==> src/rtl/counter_4bit_down_pkg.sv <==
// Shared widths, modulus presets and load clamping for the 4-bit down counter.
package counter_4bit_down_pkg;

    localparam int CNT_W   = 4;
    localparam int MOD_BIN = 16;
    localparam int MOD_BCD = 10;

    typedef logic [CNT_W-1:0] cnt_t;

    typedef enum logic [1:0] {
        OP_HOLD,
        OP_COUNT,
        OP_LOAD,
        OP_RESET
    } op_e;

    // Loads outside the count range saturate to the top count rather than wrapping.
    function automatic cnt_t clamp_load(input cnt_t d, input int modulus);
        cnt_t res;
        if (int'(d) < modulus) begin
            res = d;
        end else begin
            res = cnt_t'(modulus - 1);
        end
        return res;
    endfunction

endpackage

==> src/rtl/counter_4bit_down_if.sv <==
// Control inputs and per-bit count / borrow outputs of one counter stage.
interface counter_4bit_down_if;
    import counter_4bit_down_pkg::*;

    logic en;
    logic ld;
    cnt_t D;
    logic Qa;
    logic Qb;
    logic Qc;
    logic Qd;
    logic Rb;
    logic Tc;

    modport master (
        output en, ld, D,
        input  Qa, Qb, Qc, Qd, Rb, Tc
    );

    modport slave (
        input  en, ld, D,
        output Qa, Qb, Qc, Qd, Rb, Tc
    );

endinterface

==> src/rtl/counter_4bit_down.sv <==
// Purpose: 4-bit down counter with clamped parallel load, preset reload and ripple borrow.
// Latency: Q changes on the edge after ld/en; Rb and Tc are combinational (zero cycles).
// Backpressure: none; en is the borrow-in from the previous stage, there is no stall path.
module counter_4bit_down
    import counter_4bit_down_pkg::*;
#(
    parameter int MODULUS     = MOD_BIN,
    parameter bit AUTO_RELOAD = 1'b1
) (
    input logic               clk,
    input logic               rst,
    counter_4bit_down_if.slave bus
);

    if (MODULUS < 2 || MODULUS > MOD_BIN) begin : g_bad_modulus
        $error("counter_4bit_down: MODULUS must lie in 2..16");
    end

    localparam cnt_t TOP = cnt_t'(MODULUS - 1);

    cnt_t count;
    cnt_t preset;
    cnt_t load_val;
    op_e  op;

    assign load_val = clamp_load(bus.D, MODULUS);

    always_comb begin
        op = OP_HOLD;
        if (rst) begin
            op = OP_RESET;
        end else if (bus.ld) begin
            op = OP_LOAD;
        end else if (bus.en) begin
            op = OP_COUNT;
        end
    end

    // Underflow takes the reload branch so the decrement from zero is never formed.
    always_ff @(posedge clk) begin
        case (op)
            OP_RESET: begin
                count  <= '0;
                preset <= TOP;
            end
            OP_LOAD: begin
                count  <= load_val;
                preset <= load_val;
            end
            OP_COUNT: begin
                if (count == '0) begin
                    count <= AUTO_RELOAD ? preset : TOP;
                end else begin
                    count <= count - cnt_t'(1);
                end
            end
            default: begin
            end
        endcase
    end

    assign bus.Tc = (count == '0);
    assign bus.Rb = bus.en & (count == '0);
    assign bus.Qa = count[0];
    assign bus.Qb = count[1];
    assign bus.Qc = count[2];
    assign bus.Qd = count[3];

endmodule

==> src/flat_wrapper.sv <==
// flat-port wrapper written by rule: the top's interface ports become plain ports
module counter_4bit_down_flat import counter_4bit_down_pkg::*;
#(
    parameter int MODULUS     = MOD_BIN,
    parameter bit AUTO_RELOAD = 1'b1
)
  (clk, rst, bus_en, bus_ld, bus_D, bus_Qa, bus_Qb, bus_Qc, bus_Qd, bus_Rb, bus_Tc);
  counter_4bit_down_if bus_i ();
  input logic clk;
  input logic rst;
  input wire logic [$bits(bus_i.en)-1:0] bus_en;
  input wire logic [$bits(bus_i.ld)-1:0] bus_ld;
  input wire logic [$bits(bus_i.D)-1:0] bus_D;
  output wire logic [$bits(bus_i.Qa)-1:0] bus_Qa;
  output wire logic [$bits(bus_i.Qb)-1:0] bus_Qb;
  output wire logic [$bits(bus_i.Qc)-1:0] bus_Qc;
  output wire logic [$bits(bus_i.Qd)-1:0] bus_Qd;
  output wire logic [$bits(bus_i.Rb)-1:0] bus_Rb;
  output wire logic [$bits(bus_i.Tc)-1:0] bus_Tc;
  assign bus_i.en = bus_en;
  assign bus_i.ld = bus_ld;
  assign bus_i.D = bus_D;
  assign bus_Qa = bus_i.Qa;
  assign bus_Qb = bus_i.Qb;
  assign bus_Qc = bus_i.Qc;
  assign bus_Qd = bus_i.Qd;
  assign bus_Rb = bus_i.Rb;
  assign bus_Tc = bus_i.Tc;
  counter_4bit_down #(.MODULUS(MODULUS), .AUTO_RELOAD(AUTO_RELOAD)) u_core (.clk(clk), .rst(rst), .bus(bus_i));
endmodule
==> config.mk <==
export PLATFORM = sky130hd
export DESIGN_NAME = counter_4bit_down_flat
export DESIGN_NICKNAME = d
export VERILOG_FILES = /design/src/rtl/counter_4bit_down_pkg.sv /design/src/rtl/counter_4bit_down_if.sv /design/src/rtl/counter_4bit_down.sv /design/src/flat_wrapper.sv
export SDC_FILE = /design/constraint.sdc
export NUM_CORES = 1
export LEC_CHECK = 0
export ABC_AREA = 1
export ABC_CLOCK_PERIOD_IN_PS = 4200
export BUFFER_PORTS_ARGS = -buffer_cell sky130_fd_sc_hd__buf_2
export CORE_AREA = 4 4 41 43
export DETAILED_ROUTE_END_ITERATION = 8
export DIE_AREA = 0 0 45 47
export PLACE_DENSITY = 0.72
export SYNTH_ARGS = -nofsm -noshare
export SYNTH_HDL_FRONTEND = slang
export SYNTH_SLANG_ARGS = --single-unit
==> constraint.sdc <==
create_clock -name clk -period 4.2 [get_ports clk]
set_clock_uncertainty 0.2 [all_clocks]
set_input_delay 0.42 -clock clk [delete_from_list [all_inputs] [get_ports clk]]
set_output_delay 0.42 -clock clk [all_outputs]
set_load 0.01 [all_outputs]
### Word-level counts from Yosys, hierarchy flattened

Index checks and enable logic that the tools add are counted.

* bitwise operators: 1
* $add $sub $neg: 1
* muxes and demuxes: 6
* reduce and logical (&&, ||, !) cells: 3
* equal/unequal tests: 3

Operators by type and width (number)
* 4-bit case mux with 3 select lines: 1
* 4-bit case mux with 2 select lines: 1
* 2-bit equality test, second input constant: 2
* 4-bit logical NOT: 1
* 2-bit 2-to-1 mux: 2
* 4-bit 2-to-1 mux: 1
* 4-bit by 1-bit subtractor with 4-bit output, second input constant: 1
* 3-bit nonzero test: 1
* 2-bit by 1-bit equality test with 1-bit output, second input constant: 1
* 2-bit nonzero test: 1
* 1-bit AND: 1
* 1-bit 2-to-1 mux: 1

* logic and storage cells: 16
* register bits after elaboration: 8

### Longest topological paths before layout

Gate-level depths: netlist of run 1.

* word-level depth: 5
* mapped depth: 7
* depth with buffers taken out: 7

### Worst setup path after synthesis of run 1

No wires, ideal clock.

* path type: reg2out
* start point: register u_core.count[0]
* end point: output bus_Rb
* data required time: 3580 ps
* arrival: 1021 ps
* path slack: 2559 ps
* cell stages (with the launch flop): 5
* buffers on the path: 0
* path through: edfxtp_1 inv_1 ha_1 nand2_2 nor2_1

* word-level cells in the longest chain between the ends: 2

RTL lines
* from (decl): RTL line counter_4bit_down.sv:21 `cnt_t count;`
* from (signal assigned): RTL line counter_4bit_down.sv:47 `count <= load_val;`
* from (signal assigned): RTL line counter_4bit_down.sv:52 `count <= AUTO_RELOAD ? preset : TOP;`
* from (signal assigned): RTL line counter_4bit_down.sv:54 `count <= count - cnt_t'(1);`
* 4-bit logical NOT: RTL line counter_4bit_down.sv:63 `assign bus.Rb = bus.en & (count == '0);`
* 1-bit AND: RTL line counter_4bit_down.sv:63
* to (decl): RTL line flat_wrapper.sv:18 `output wire logic [$bits(bus_i.Rb)-1:0] bus_Rb;`

Every way passes these cells.

### Worst setup path in the final report of run 1

Same ends and word-level chain as after synthesis.

==> impl_metrics.json, run 1 <==
{
  "status": "complete, no violations",
  "drive_gt1_frac": 0.243,
  "numCtsBuffers": 3,
  "crit_buf_inv": 2,
  "antenna_cells": 0,
  "ctsHoldBuffers": 0,
  "peakVddDrop_mv": 0.106,
  "cellLeakagePower_nw": 0.288,
  "drc": 0,
  "start_util": 0.387,
  "synth.distinct_cells": 12,
  "synthTopCellsByArea": "edfxtp_1 48%, ha_1 12%, nand2_1 11%",
  "critical_path_required_ns": 3.58,
  "yosys-top-cells-count": "15 x nand2_1, 9 x inv_1, 8 x edfxtp_1",
  "synth_area_sq_um": 503,
  "synth_compound_area_frac": 0.0398,
  "dr.first_iter.drc_count": 4,
  "grtUsageTotal": 0.110,
  "synth_top_cell_area_share": 0.478,
  "critPathArrivalTime_ns": 1.33,
  "area_growth_syn_to_layout_pct": 20.4,
  "gp_congestion": 0.792,
  "pre_cts_slack_ns": 2.38,
  "cts_tree": "built",
  "cts_max_level": 1,
  "slew_headroom": 0.824,
  "min_path_type": "primary input to flop",
  "synth_simple_gate_area_frac": 0.266,
  "grt_pass1_vias": 420,
  "critPathLaunchType": "flop",
  "cp_top_family": "flip-flops",
  "dp.final_hpwl_um": 806,
  "grt_overflow": 0,
  "die-area_sq_um": 2120,
  "antenna_found_initial": 0,
  "reg2reg_depth": 6,
  "syn-instance-count": 59,
  "hold_viol_final": 0,
  "setup_viol": 0,
  "vias": 417,
  "grt_pass1_wl_mm": 1.60,
  "ant_nets": 0,
  "yosysTopAreaCell": "edfxtp_1",
  "register_area_sq_um": 240,
  "cts_sinks": 8,
  "path_clk_slew_ns": 0.05,
  "die_h_um": 47,
  "cp_cell_sequence": "inv_1 -> ha_1 -> nand2_2 -> nor2_1 -> buf_2",
  "synthArstFlopShare": 0,
  "num-fill-cells": 142,
  "fin_util": 0.465,
  "core_sq_um": 1300,
  "pin_count": 14,
  "critPathKind": "flop to output pin",
  "fin_crit_ns": 1.95,
  "slowest_stage": "edfxtp_1",
  "cp.depth": 5,
  "synthXorXnorAreaFrac": 0.0174,
  "synth_top_family_by_area": "simple AND/OR/NAND/NOR gates",
  "worstSkewPairLatency_ns": 0.25,
  "cp_max_fo": 7,
  "synth_edf_count": 8,
  "ys_ff_latch": 8,
  "power_density_nw_per_um2": 354,
  "post_cts_buffers": 0,
  "slew_violations": 0,
  "grt_max_degree": 9,
  "synth_mux_area_frac": 0,
  "row_count": 13,
  "min_period_over_period": 0.465,
  "syn-num-nets": 72,
  "slowest_delay_ns": 0.39,
  "drt_wl_total_um": 950,
  "whs_path_depth": 3,
  "cts_root_buf": "clkbuf_4",
  "cp-end-kind": "output pin",
  "fin_ws_ns": 2.25,
  "worstMarginPinSlew_ns": 0.263,
  "multiInputGateArea_sq_um": 225,
  "ys_seq_area_frac": 0.478,
  "drv_cap": 0,
  "avgViaCountPerCell": 4.69,
  "rsz0062_at_grt": "false",
  "avgSynthCellArea_sq_um": 8.53,
  "first_pass_iters": 4,
  "cts_resized": 0,
  "yosysMostFrequentCell": "nand2_1",
  "die_w_um": 45,
  "final.setup.tns_ns": 0,
  "fmax_mhz": 513,
  "clock_path_buffers": 2,
  "yosysWarnings": 0,
  "routedWlPerCell_um": 10.7,
  "synthFlopType": "edfxtp_1",
  "synth_adder_area_share": 0.124,
  "portBuffers": 13,
  "final_nets": 89
}
-- path summary, 6_finish.rpt --
kind                         from  slack [ns]               end
setup / recovery  u_core.count[0]        2.25            bus_Rb
hold reg to reg   u_core.count[0]        0.53   u_core.count[0]
setup reg to reg  u_core.count[0]        2.54   u_core.count[0]
hold / removal           bus_D[2]        0.25  u_core.preset[2]
-- worst min-delay path: stages --
cell and delay [ns]:
buf_2 0.07, nand2_1 0.06, nand2_1 0.05
-- placed cells by master (no fill, tap or decap) --
cell type / synthesis / layout
ha_1: 5 / 5
inv_1: 9 / 9
nor2_2: 1 / 1
edfxtp_1: 8 / 8
a21oi_1: 4 / 4
buf_2: 0 / 13
nand2_1: 15 / 15
nand3_1: 6 / 6
clkbuf_4: 0 / 3
or2_0: 2 / 2
nand2_2: 1 / 1
nor2_1: 6 / 6
xnor2_1: 1 / 1
-- flip-flops by register name (all words and copies together) (netlist names) --
name and count:
u_core.count 4, u_core.preset 4
-- per-layer routing --
layer,track usage,part of all wire,vias to the layer above
met5,0,0,-
met4,0.0877,0.038,0
met3,0.0345,0.098,5
met2,0.189,0.49,14
met1,0.111,0.37,178
li1,-,-,220
-- through the flow --
step / hold slack [ns] / total power (W) / std cells / area [sq um]
2_1_floorplan: 0.417 / 0.000141 / 59 / 503
3_3_place_gp: 0.512 / 0.000157 / 86 / 583
3_5_place_dp: 0.510 / 0.000159 / 86 / 583
4_1_cts: 0.249 / 0.000217 / 89 / 606
5_1_grt: 0.264 / 0.000229 / 89 / 606
6_report: 0.253 / 0.000214 / 89 / 606
-- power breakdown --
part	switching (W)	internal, W	total [W]
Clock	0.0000248	0.0000326	0.0000574
Combinational	0.0000323	0.0000224	0.0000547
Sequential	0.00000466	0.0000974	0.000102
Total	0.0000617	0.000152	0.000214
-- kinds of logic after synthesis --
| kind of cell | count (synthesis) |
|---|---|
| AO/OA/AOI/OAI | 4 |
| XOR/XNOR | 1 |
| adder cells (fa/ha/maj) | 5 |
| buffers and inverters | 10 |
| flip-flops | 8 |
| AND/OR/NAND/NOR | 31 |
-- layout make-up --
cell class,instances,share of cell area
clock buffer,3,0.0372
inverter,9,0.0558
multi-input combinational,41,0.372
sequential,8,0.397
tap,15,0.0310
timing repair buffer,13,0.107
Power figures use the tool's default switching activity.
==> run 2: changes to the inputs <==
ABC_CLOCK_PERIOD_IN_PS = 2000   (was 4200)
clock period = 2 ns   (was 4.2 ns; I/O delays follow)
==> impl_metrics.json, run 2 (same netlist as run 1, synthesis figures left out) <==
{
  "path_clk_slew_ns": 0.06,
  "hold_viol_final": 0,
  "cellLeakagePower_nw": 0.288,
  "first_pass_iters": 4,
  "critPathKind": "flop to output pin",
  "min_path_type": "primary input to flop",
  "die_w_um": 45,
  "start_util": 0.387,
  "gr-usage-met2": 0.201,
  "row_count": 13,
  "drc": 0,
  "slew_violations": 0,
  "cts_sinks": 8,
  "grtUsageTotal": 0.110,
  "power_density_nw_per_um2": 760,
  "cts_max_level": 1,
  "cts_tree": "built",
  "post_cts_buffers": 0,
  "core_sq_um": 1300,
  "drt_wl_total_um": 976,
  "final.setup.tns_ns": 0,
  "register_area_sq_um": 240,
  "reg_top3": "u_core.count: 4 flops, u_core.preset: 4 flops",
  "power.switching_w": 0.000140,
  "fmax_mhz": 573,
  "critPathArrivalTime_ns": 1.35,
  "status": "complete, no violations",
  "ant_nets": 0,
  "power_frac_seq": 0.467,
  "p_int_w": 0.000320,
  "gp_congestion": 0.739,
  "final_common_cell": "nand2_1",
  "grt_overflow": 0,
  "power_frac_clock": 0.284,
  "dp.final_hpwl_um": 801,
  "grt_pass1_wl_mm": 1.62,
  "grt_max_degree": 9,
  "avgViaCountPerCell": 4.87,
  "worstMarginPinSlew_ns": 0.285,
  "clock_path_buffers": 2,
  "share_comb_of_total_power": 0.249,
  "cp_cell_sequence": "inv_1 -> ha_1 -> nand2_2 -> nor2_1 -> buf_2",
  "met3_usage": 0.0460,
  "peakVddDrop_mv": 0.346,
  "multiInputGateArea_sq_um": 225,
  "final_nets": 89,
  "min_period_over_period": 0.873,
  "slowest_delay_ns": 0.40,
  "grt.busiest_layer": "met2",
  "antenna_found_initial": 0,
  "dr.first_iter.drc_count": 11,
  "met1_usage": 0.113,
  "num-fill-cells": 140,
  "drv_cap": 0,
  "critical_path_required_ns": 1.60,
  "vias": 433,
  "slew_headroom": 0.809,
  "finalPower_w": 0.000460,
  "cp-end-kind": "output pin",
  "cts_root_buf": "clkbuf_4",
  "power.share.switching": 0.304,
  "drive_gt1_frac": 0.243,
  "grt_pass1_vias": 421,
  "numCtsBuffers": 3,
  "die_h_um": 47,
  "die-area_sq_um": 2120,
  "slowest_stage": "edfxtp_1",
  "cts_resized": 0,
  "rsz0062_at_grt": "false",
  "cp_max_fo": 7,
  "ctsHoldBuffers": 0,
  "area_growth_syn_to_layout_pct": 20.4,
  "portBuffers": 13,
  "final_cell_mix": "15 x nand2_1, 13 x buf_2, 9 x inv_1, 8 x edfxtp_1",
  "antenna_cells": 0,
  "worstSkewPairLatency_ns": 0.26,
  "holdWs_ns": 0.0322,
  "routedWlPerCell_um": 11.0,
  "setup_viol": 0,
  "final_area_sq_um": 606,
  "pin_count": 14,
  "fin_crit_ns": 1.75,
  "critPathLaunchType": "flop",
  "placed_cell_area_sq_um": 583
}
-- run 2: path summary, 6_finish.rpt --
check	start	to	slack [ns]	cells after the start
worst min register to register	u_core.preset[2]	u_core.count[2]	0.52	4
worst min-delay path	bus_D[2]	u_core.preset[2]	0.03	3
worst max-delay path	u_core.count[0]	bus_Rb	0.25	5
worst max register to register	u_core.count[0]	u_core.count[0]	0.34	6
-- run 2: routing by layer --
layer | up-vias | share of wire
met2 | 17 | 0.50
met5 | - | 0
met4 | 0 | 0.0082
li1 | 217 | -
met1 | 197 | 0.40
met3 | 2 | 0.094
-- run 2: cell type report --
class / count / area share
Tap cell: 15 / 0.0310
Timing Repair Buffer: 13 / 0.107
Multi-Input combinational cell: 41 / 0.372
Inverter: 9 / 0.0558
Clock buffer: 3 / 0.0372
Sequential cell: 8 / 0.397
-- run 2: power groups by stage --
| stage | sequential, W | combinational, W | clock (W) |
|---|---|---|---|
| 2_1_floorplan | 0.000220 | 0.0000754 | 0 |
| 3_3_place_gp | 0.000218 | 0.000113 | 0 |
| 3_5_place_dp | 0.000219 | 0.000115 | 0 |
| 4_1_cts | 0.000215 | 0.000116 | 0.000127 |
| 5_1_grt | 0.000217 | 0.000131 | 0.000141 |
| 6_report | 0.000215 | 0.000115 | 0.000131 |
-- run 2: worst max-delay path: cells and delay by family (launching register included) --
family	cells	cell delay, ns
adder cells (fa/ha/maj)	1	0.21
buffers and inverters	2	0.26
flip-flops	1	0.40
AND/OR/NAND/NOR	2	0.22
-- run 2: stage by stage --
step / utilization / std cells / setup slack (ns)
after floorplan: - / 59 / 0.392
after global placement: 0.448 / 86 / 0.400
after detailed placement: 0.448 / 86 / 0.354
after CTS: 0.465 / 89 / 0.260
after global routing: 0.465 / 89 / 0.128
final: 0.465 / 89 / 0.253
